==> config.mk <==
export PLATFORM = sky130hd
export DESIGN_NAME = regfile_wr_sched
export DESIGN_NICKNAME = d
export VERILOG_FILES = /design/src/rtl/regfile_defs.sv /design/src/rtl/regfile_wr_sched_rr_arbiter.sv /design/src/rtl/regfile_wr_sched.sv
export SDC_FILE = /design/constraint.sdc
export NUM_CORES = 1
export LEC_CHECK = 0
export ABC_AREA = 1
export BUFFER_PORTS_ARGS = -buffer_cell sky130_fd_sc_hd__buf_2
export CAP_MARGIN = 20
export CORE_ASPECT_RATIO = 1.75
export CORE_MARGIN = 2
export CORE_UTILIZATION = 45
export DETAILED_ROUTE_END_ITERATION = 6
export GPL_ROUTABILITY_DRIVEN = 0
export PLACE_DENSITY = 0.83
export SYNTH_ARGS = -nofsm -noshare
export SYNTH_HDL_FRONTEND = slang
export SYNTH_SLANG_ARGS = --single-unit
==> constraint.sdc <==
create_clock -name clk -period 4.2 [get_ports clk]
set_input_delay 0.84 -clock clk [delete_from_list [all_inputs] [get_ports clk]]
set_output_delay 0.84 -clock clk [all_outputs]
set_load 0.05 [all_outputs]
==> src/rtl/regfile_defs.sv <==
// Shared definitions for the register bank and its write-port scheduler.
package regfile_defs;
  localparam int DATA_W     = 16;
  localparam int NUM_REGS   = 8;
  localparam int ADDR_W     = 3;
  localparam int MAX_REGS   = 16;
  localparam int MAX_ADDR_W = 4;

  typedef logic [ADDR_W-1:0] reg_addr_t;
  typedef logic [DATA_W-1:0] reg_data_t;

  // Widest decode; callers truncate to their own bank size.
  function automatic logic [MAX_REGS-1:0] onehot_dec(input logic [MAX_ADDR_W-1:0] addr);
    onehot_dec       = '0;
    onehot_dec[addr] = 1'b1;
  endfunction
endpackage

==> src/rtl/regfile_wr_sched_rr_arbiter.sv <==
// Round-robin arbiter: first set request at or above ptr, wrapping via a doubled request vector.
module rr_arbiter #(
  parameter int NUM_REQ = 3,
  localparam int PTR_W  = $clog2(NUM_REQ)
) (
  input  logic [NUM_REQ-1:0] req,
  input  logic [PTR_W-1:0]   ptr,
  input  logic               en,
  output logic [NUM_REQ-1:0] gnt,
  output logic [PTR_W-1:0]   winner,
  output logic               vld
);
  logic [2*NUM_REQ-1:0] req_dbl;

  always_comb begin
    gnt     = '0;
    winner  = '0;
    vld     = 1'b0;
    req_dbl = {req, req};
    for (int i = 0; i < 2*NUM_REQ; i++) begin
      if (en && !vld && req_dbl[i] && (i >= int'(ptr))) begin
        vld    = 1'b1;
        winner = (i >= NUM_REQ) ? PTR_W'(i - NUM_REQ) : PTR_W'(i);
      end
    end
    if (vld) gnt[winner] = 1'b1;
  end
endmodule

==> src/rtl/regfile_wr_sched.sv <==
// Shares the single register-bank write port between NUM_REQ producers with a one-cycle stage.
module regfile_wr_sched #(
  parameter int NUM_REQ  = 3,
  parameter int DATA_W   = regfile_defs::DATA_W,
  parameter int NUM_REGS = regfile_defs::NUM_REGS,
  parameter int ADDR_W   = regfile_defs::ADDR_W,
  parameter int ZERO_REG = 1
) (
  input  logic                      clk,
  input  logic                      rst,
  input  logic                      stall,
  input  logic [NUM_REQ-1:0]        req,
  input  logic [NUM_REQ*ADDR_W-1:0] req_addr,
  input  logic [NUM_REQ*DATA_W-1:0] req_data,
  output logic [NUM_REQ-1:0]        gnt,
  output logic [NUM_REGS-1:0]       reg_en,
  output logic [DATA_W-1:0]         reg_d,
  output logic [NUM_REGS-1:0]       busy_mask,
  output logic                      wr_drop
);
  import regfile_defs::*;

  localparam int PTR_W = $clog2(NUM_REQ);

  logic [PTR_W-1:0]    rr_ptr;
  logic [PTR_W-1:0]    winner;
  logic                gnt_vld;
  logic                stg_vld;
  logic [ADDR_W-1:0]   stg_addr;
  logic                addr_ok;
  logic [NUM_REGS-1:0] dec;

  // Gating enable with rst keeps gnt low for the whole reset window.
  rr_arbiter #(.NUM_REQ(NUM_REQ)) u_arb (
    .req    (req),
    .ptr    (rr_ptr),
    .en     (rst & ~stall),
    .gnt    (gnt),
    .winner (winner),
    .vld    (gnt_vld)
  );

  always_ff @(posedge clk or negedge rst) begin
    if (!rst) begin
      rr_ptr   <= '0;
      stg_vld  <= 1'b0;
      stg_addr <= '0;
      reg_d    <= '0;
    end else begin
      stg_vld <= gnt_vld;
      if (gnt_vld) begin
        rr_ptr   <= (int'(winner) == NUM_REQ-1) ? '0 : winner + PTR_W'(1);
        stg_addr <= req_addr[int'(winner)*ADDR_W +: ADDR_W];
        reg_d    <= req_data[int'(winner)*DATA_W +: DATA_W];
      end
    end
  end

  // Out-of-range and hard-zero targets still consume the grant but never reach the bank.
  always_comb begin
    dec       = NUM_REGS'(onehot_dec(MAX_ADDR_W'(stg_addr)));
    addr_ok   = (int'(stg_addr) < NUM_REGS) && !((ZERO_REG != 0) && (stg_addr == '0));
    reg_en    = (stg_vld && addr_ok) ? dec : '0;
    busy_mask = reg_en;
    wr_drop   = stg_vld && !addr_ok;
  end
endmodule

# Word-level counts from Yosys, hierarchy flattened
# Cells that the tools add are included.
# classes
add_sub_neg	1
reduce_logical	25
div_mod_pow	0
multipliers	1
mux	18
n_bitwise	2
shifts	2
eq_ne	1
n_lt_le_gt_ge	7
# op_table
operator	n
$shiftx 48x7->16	1
$logic_and 1x1->1	18
$mux 2	5
$mux 1	9
$shiftx 9x5->3	1
$mux 8	1
$logic_not 1->1	6
$lt 3x5->1 const B	1
$ge 1x2->1 const A	2
$mul 2x2->4 const B	1
$demux 1 s3	1
$ge 3x1->1 const B	1
$logic_not 3->1	1
$lt 2x3->1 const B	1
$mux 3	1
$add 2x1->2 const B	1
$demux 1 s2	1
$eq 2x2->1 const B	1
$ge 2x1->1 const B	1
$ge 2x2->1 const A	1
$and 1x1->1	1
$not 1->1	1
# totals
register_bits	22
latchBits	0
inputBits	63
mem_count	0
ram_bits	0
word_cells	61
mem_bits_ro	0

# Logic depth before layout (Yosys ltp)
# depth
ltp_word	32
ltp_mapped	12
ltp_nobuf	12

# Cells and area by module
# Synthesis repeated with hierarchy kept, for this count alone.
# hier_totals
hier_cells	259
area_unflattened_um2	1617.8
# modules_own_cells
module	cells_per_inst	seq_area_each_um2	area_per_inst_um2	n_inst
regfile_wr_sched	231	550.5	1463.9	1
rr_arbiter	28	0.0	153.9	1

# Least setup slack after synthesis
# No wires, ideal clock.
# synth_timing
path_kind	input -> output
start	input port stall
end	output port gnt[0]
n_path_buf	1
required_ns	3.360
cell_stages	10
path_slack_ns	1.418
arrival_ns	1.942
cell_sequence	inv_2 > nand3_4 > nor2_8 > nor2_4 > nand3_4 > nand2_8 > inv_8 > nand2_4 > nor2_4 > buf_12
# synth_via
elab_chain_cells	32
# synth_lines
item	line_no	rtl
start: declaration	regfile_wr_sched.sv:11	input logic stall,
$not 1->1 *	regfile_wr_sched.sv:37	.en (rst & ~stall),
$and 1x1->1 *	regfile_wr_sched.sv:37	
$logic_and 1x1->1 (2 in series)	regfile_wr_sched_rr_arbiter.sv:21	if (en && !vld && req_dbl[i] && (i >= int'(ptr))) begin
$mux 1	regfile_wr_sched_rr_arbiter.sv:21	
$logic_not 1->1	regfile_wr_sched_rr_arbiter.sv:21	
$logic_and 1x1->1 (3 in series)	regfile_wr_sched_rr_arbiter.sv:21	
$mux 1	regfile_wr_sched_rr_arbiter.sv:21	
$logic_not 1->1	regfile_wr_sched_rr_arbiter.sv:21	
[... 12 more ...]	-	
$logic_not 1->1	regfile_wr_sched_rr_arbiter.sv:21	
$logic_and 1x1->1 (2 in series)	regfile_wr_sched_rr_arbiter.sv:21	
$mux 2	regfile_wr_sched_rr_arbiter.sv:21	
$lt 2x3->1 (implied by the code) / $ge 2x1->1 (equally long branches)	regfile_wr_sched_rr_arbiter.sv:26	if (vld) gnt[winner] = 1'b1;
$logic_and 1x1->1 (implied by the code)	regfile_wr_sched_rr_arbiter.sv:26	
$mux 1 (implied by the code)	regfile_wr_sched_rr_arbiter.sv:26	
$demux 1 s2	-	
$mux 3 *	regfile_wr_sched_rr_arbiter.sv:26	
end: declaration	regfile_wr_sched.sv:15	output logic [NUM_REQ-1:0] gnt,
# Every way passes the cells marked *; elsewhere a longest branch is shown, timed or not.

# Worst setup path after layout
# layout_timing
start	input port stall
end	output port gnt[0]
# layout_rtl
item	line_no	rtl
$not 1->1 *	regfile_wr_sched.sv:37	
$and 1x1->1 *	regfile_wr_sched.sv:37	
$logic_and 1x1->1 (2 in series)	regfile_wr_sched_rr_arbiter.sv:21	
$mux 1	regfile_wr_sched_rr_arbiter.sv:21	
$logic_not 1->1	regfile_wr_sched_rr_arbiter.sv:21	
$logic_and 1x1->1 (3 in series)	regfile_wr_sched_rr_arbiter.sv:21	
$mux 1	regfile_wr_sched_rr_arbiter.sv:21	
$logic_not 1->1	regfile_wr_sched_rr_arbiter.sv:21	
[... 8 more ...]	-	
$logic_not 1->1	regfile_wr_sched_rr_arbiter.sv:21	
$logic_and 1x1->1 (2 in series)	regfile_wr_sched_rr_arbiter.sv:21	
$mux 1	regfile_wr_sched_rr_arbiter.sv:21	
$logic_not 1->1	regfile_wr_sched_rr_arbiter.sv:21	
$logic_and 1x1->1 (2 in series)	regfile_wr_sched_rr_arbiter.sv:21	
$mux 1 *	regfile_wr_sched_rr_arbiter.sv:21	
named net gnt_vld	regfile_wr_sched.sv:27	logic gnt_vld;
$mux 3 *	regfile_wr_sched_rr_arbiter.sv:26	
# Mark *: on every way through the listed nets, which the timed path passes. The rest lies on a longest branch.

==> results by group <==
Synthesis
  – Syn Inst Count: 248
  – Ys async rst share: 100%
  – Ys flop type: dfrtp_1
  – Synth top area cells: dfrtp_1 (34%), nand2_1 (26%), nor2_1 (8.0%), nand2_2 (5.4%), inv_1 (4.4%)
  – Mapped Area: 1640 um^2
  – Seq/Total Area, Yosys: 33.7%
  – Area leader, netlist: dfrtp_1
  – Mapped Avg Cell Area: 6.59 um^2
  – Synth warnings: 0
  – Post-synth cell types: 22
  – Top cell type's share of synthesized area: 33.7%
  – Count leader, synth: nand2_1
  – Yosys reg bits: 22
  – Commonest cells in the netlist: nand2_1 (115), nor2_1 (35), dfrtp_1 (22), inv_1 (19), nand2_2 (14)
  – Post-synth EDFFs: 0

Power and ir drop
  – Internal Power: 0.465 mW
  – Sw Ratio: 49.0%
  – Cell Pwr Density: 427 nW/um^2
  – Seq pwr share: 32.9%
  – Overall power: 0.912 mW
  – Gate power share: 51.0%
  – LEAKAGE: 1.35 nW
  – Switching pwr: 0.447 mW
  – Worst vdd ir: 248 uV
  – Clock share of power: 16.1%

Final layout
  – Util after Layout: 60.0%
  – Fill cells: 376
  – NumNets Final: 400
  – Share of cells above drive strength 1: 39.6%
  – Synth-to-layout area growth: 30.5%
  – Finished Cell Area: 2130 um^2
  – Area of the multi-input gates: 882 um^2
  – Ant diodes: 0
  – Sequential Area: 551 um^2

Timing
  – Peak Freq: 298 MHz
  – Final worst-path cycle share: 79.8%
  – Slew Limit Fails: 0
  – # setup viols final: 0
  – Fin Clk Skew: 1.33 ps
  – PnR worst setup slack: 848 ps
  – Endpoints failing hold: 0
  – Min cycle time layout: 3350 ps
  – RSZ-0062 raised after global routing: no
  – Setup TNS: 0 ps

Outcome
  – Status: complete, no violations

GRT
  – First-pass GRT wire length: 6730 um
  – Largest net degree at the start of global routing: 24
  – Global Route Usage Sum: 20.2%
  – Vias in the first global route: 1,641
  – Grt ovf: 0
  – Initial antenna violation count: 0

CTS
  – Root Buffer: clkbuf_8
  – CTS Buf Count: 3
  – CTS clk-pin slew, worst paths: 80 ps
  – H-tree depth: 1
  – Clk_lat worst skew: 250 ps
  – Hold buffer count at cts: 0
  – CTS tree: built
  – Max clock buf depth: 2
  – Post-CTS Setup Inserts: 0
  – # resized after CTS: 0
  – Clk sinks: 22

Place
  – Placement Cell Area: 2080 um^2
  – Pre-CTS setup slack: 824 ps
  – Detailed Place HPWL: 3370 um
  – PortBufs: 96

Setup path
  – Crit-path max cell delay: 400 ps
  – Startpoint class of the critical path: input port
  – Slowest cell on the critical path: nor2_4
  – CP top delay family: simple AND/OR/NAND/NOR gates
  – Worst Path Max Fanout: 23
  – Worst Path Required: 3360 ps
  – Worst Path Arrival: 2510 ps
  – CP Buf/Inv Count: 4
  – CP Cell Sequence: buf_2, inv_2, nand3_4, nor2_8, nor2_4, nand3_2, inv_2, nor2_4, buf_2
  – Setup CP Type: input port to output pin
  – CP Capture Type: output pin

Die
  – Chip Width: 49.6 um
  – Boundary pin count: 99
  – Rows: 29
  – Initial Util: 46.0%
  – Die H: 83.7 um
  – Core area: 3560 um^2
  – DIE AREA: 4150 um^2

Route
  – First-pass DRT Iterations: 4
  – WL final: 4000 um
  – Post-DR wirelength/cell: 10.5 um
  – Via/cell ratio: 4.45
  – Final ANT Viol Nets: 0
  – Iter 0 DRT Violations: 29
  – Via Count: 1,700
  – DR DRC count: 0

Min path
  – HP Class: flop to flop

Job
  – Max_cap viols: 0
[worst paths after layout]
kind                                        from                       to  slack, ps  cells past startpoint
min reg2reg                 reg_d[6]$_DFFE_PN0P_     reg_d[6]$_DFFE_PN0P_        500                      2
max reg2reg                rr_ptr[1]$_DFFE_PN0P_    reg_d[14]$_DFFE_PN0P_       2340                      9
min in group asynchronous                    rst    reg_d[11]$_DFFE_PN0P_        660                      2
max in group asynchronous                    rst  stg_addr[2]$_DFFE_PN0P_       3320                      2
max                                        stall                   gnt[0]        850                      9
min                         reg_d[6]$_DFFE_PN0P_     reg_d[6]$_DFFE_PN0P_        500                      2
[cells by family after synthesis]
group	synth area share (%)
and+or+nand+nor	51.6
buffers and inverters	12.6
DFF	33.7
AOI/OAI and AO/OA	1.91
other	0.229
[per-layer routing]
layer  track usage [%]  wire [um]  vias up
met5                 0          0        -
met4              6.06         34        0
met3              1.25        181        2
met2              39.6       2190       55
met1              22.0       1590      744
li1                  -          -      899
[worst reg2reg max path, delay by kind of cell (launching register included)]
family          cells  cell delay (ps)
compound gates      1              270
flops               1              460
simple gates        8             1070
[sequential cells by signal, summed over array words and instances, names as in the netlist]
register  flops
rr_ptr        2
stg_addr      3
reg_d        16
stg_vld       1
[per-stage QoR]
stage | hold slack (ps) | instances
6_report | 498 | 382
5_1_grt | 523 | 382
4_1_cts | 495 | 382
3_5_place_dp | 477 | 378
3_3_place_gp | 475 | 378
2_1_floorplan | 475 | 249
[power groups by stage]
| stage | combinational, mW | sequential [mW] | clock, mW |
|---|---|---|---|
| 2_1_floorplan | 0.229 | 0.432 | 0 |
| 3_3_place_gp | 0.462 | 0.302 | 0 |
| 3_5_place_dp | 0.469 | 0.304 | 0 |
| 4_1_cts | 0.469 | 0.300 | 0.152 |
| 5_1_grt | 0.504 | 0.305 | 0.159 |
| 6_report | 0.465 | 0.300 | 0.147 |
[area by class of cell]
type / count / share of cell area, %
sequential: 22 / 25.8
timing repair buffer: 98 / 23.2
inverter: 23 / 4.40
clock buffer: 4 / 2.58
tap: 46 / 2.70
multi-input combinational: 189 / 41.3
[placed cells by master (no fill, tap or decap), types with 2 or more instances in the layout]
cell type | synthesis | final
nor2_2 | 2 | 2
buf_4 | 9 | 2
nand3_4 | 2 | 2
nand3_2 | 3 | 3
inv_1 | 19 | 19
conb_1 | 1 | 2
nand2_2 | 14 | 14
nor2_1 | 35 | 35
nor2_4 | 2 | 2
clkbuf_8 | 0 | 4
inv_2 | 3 | 3
nand3_1 | 7 | 7
nand2_1 | 115 | 115
dfrtp_1 | 22 | 22
buf_2 | 5 | 96
Note: power is estimated with default switching activity, not from simulation.
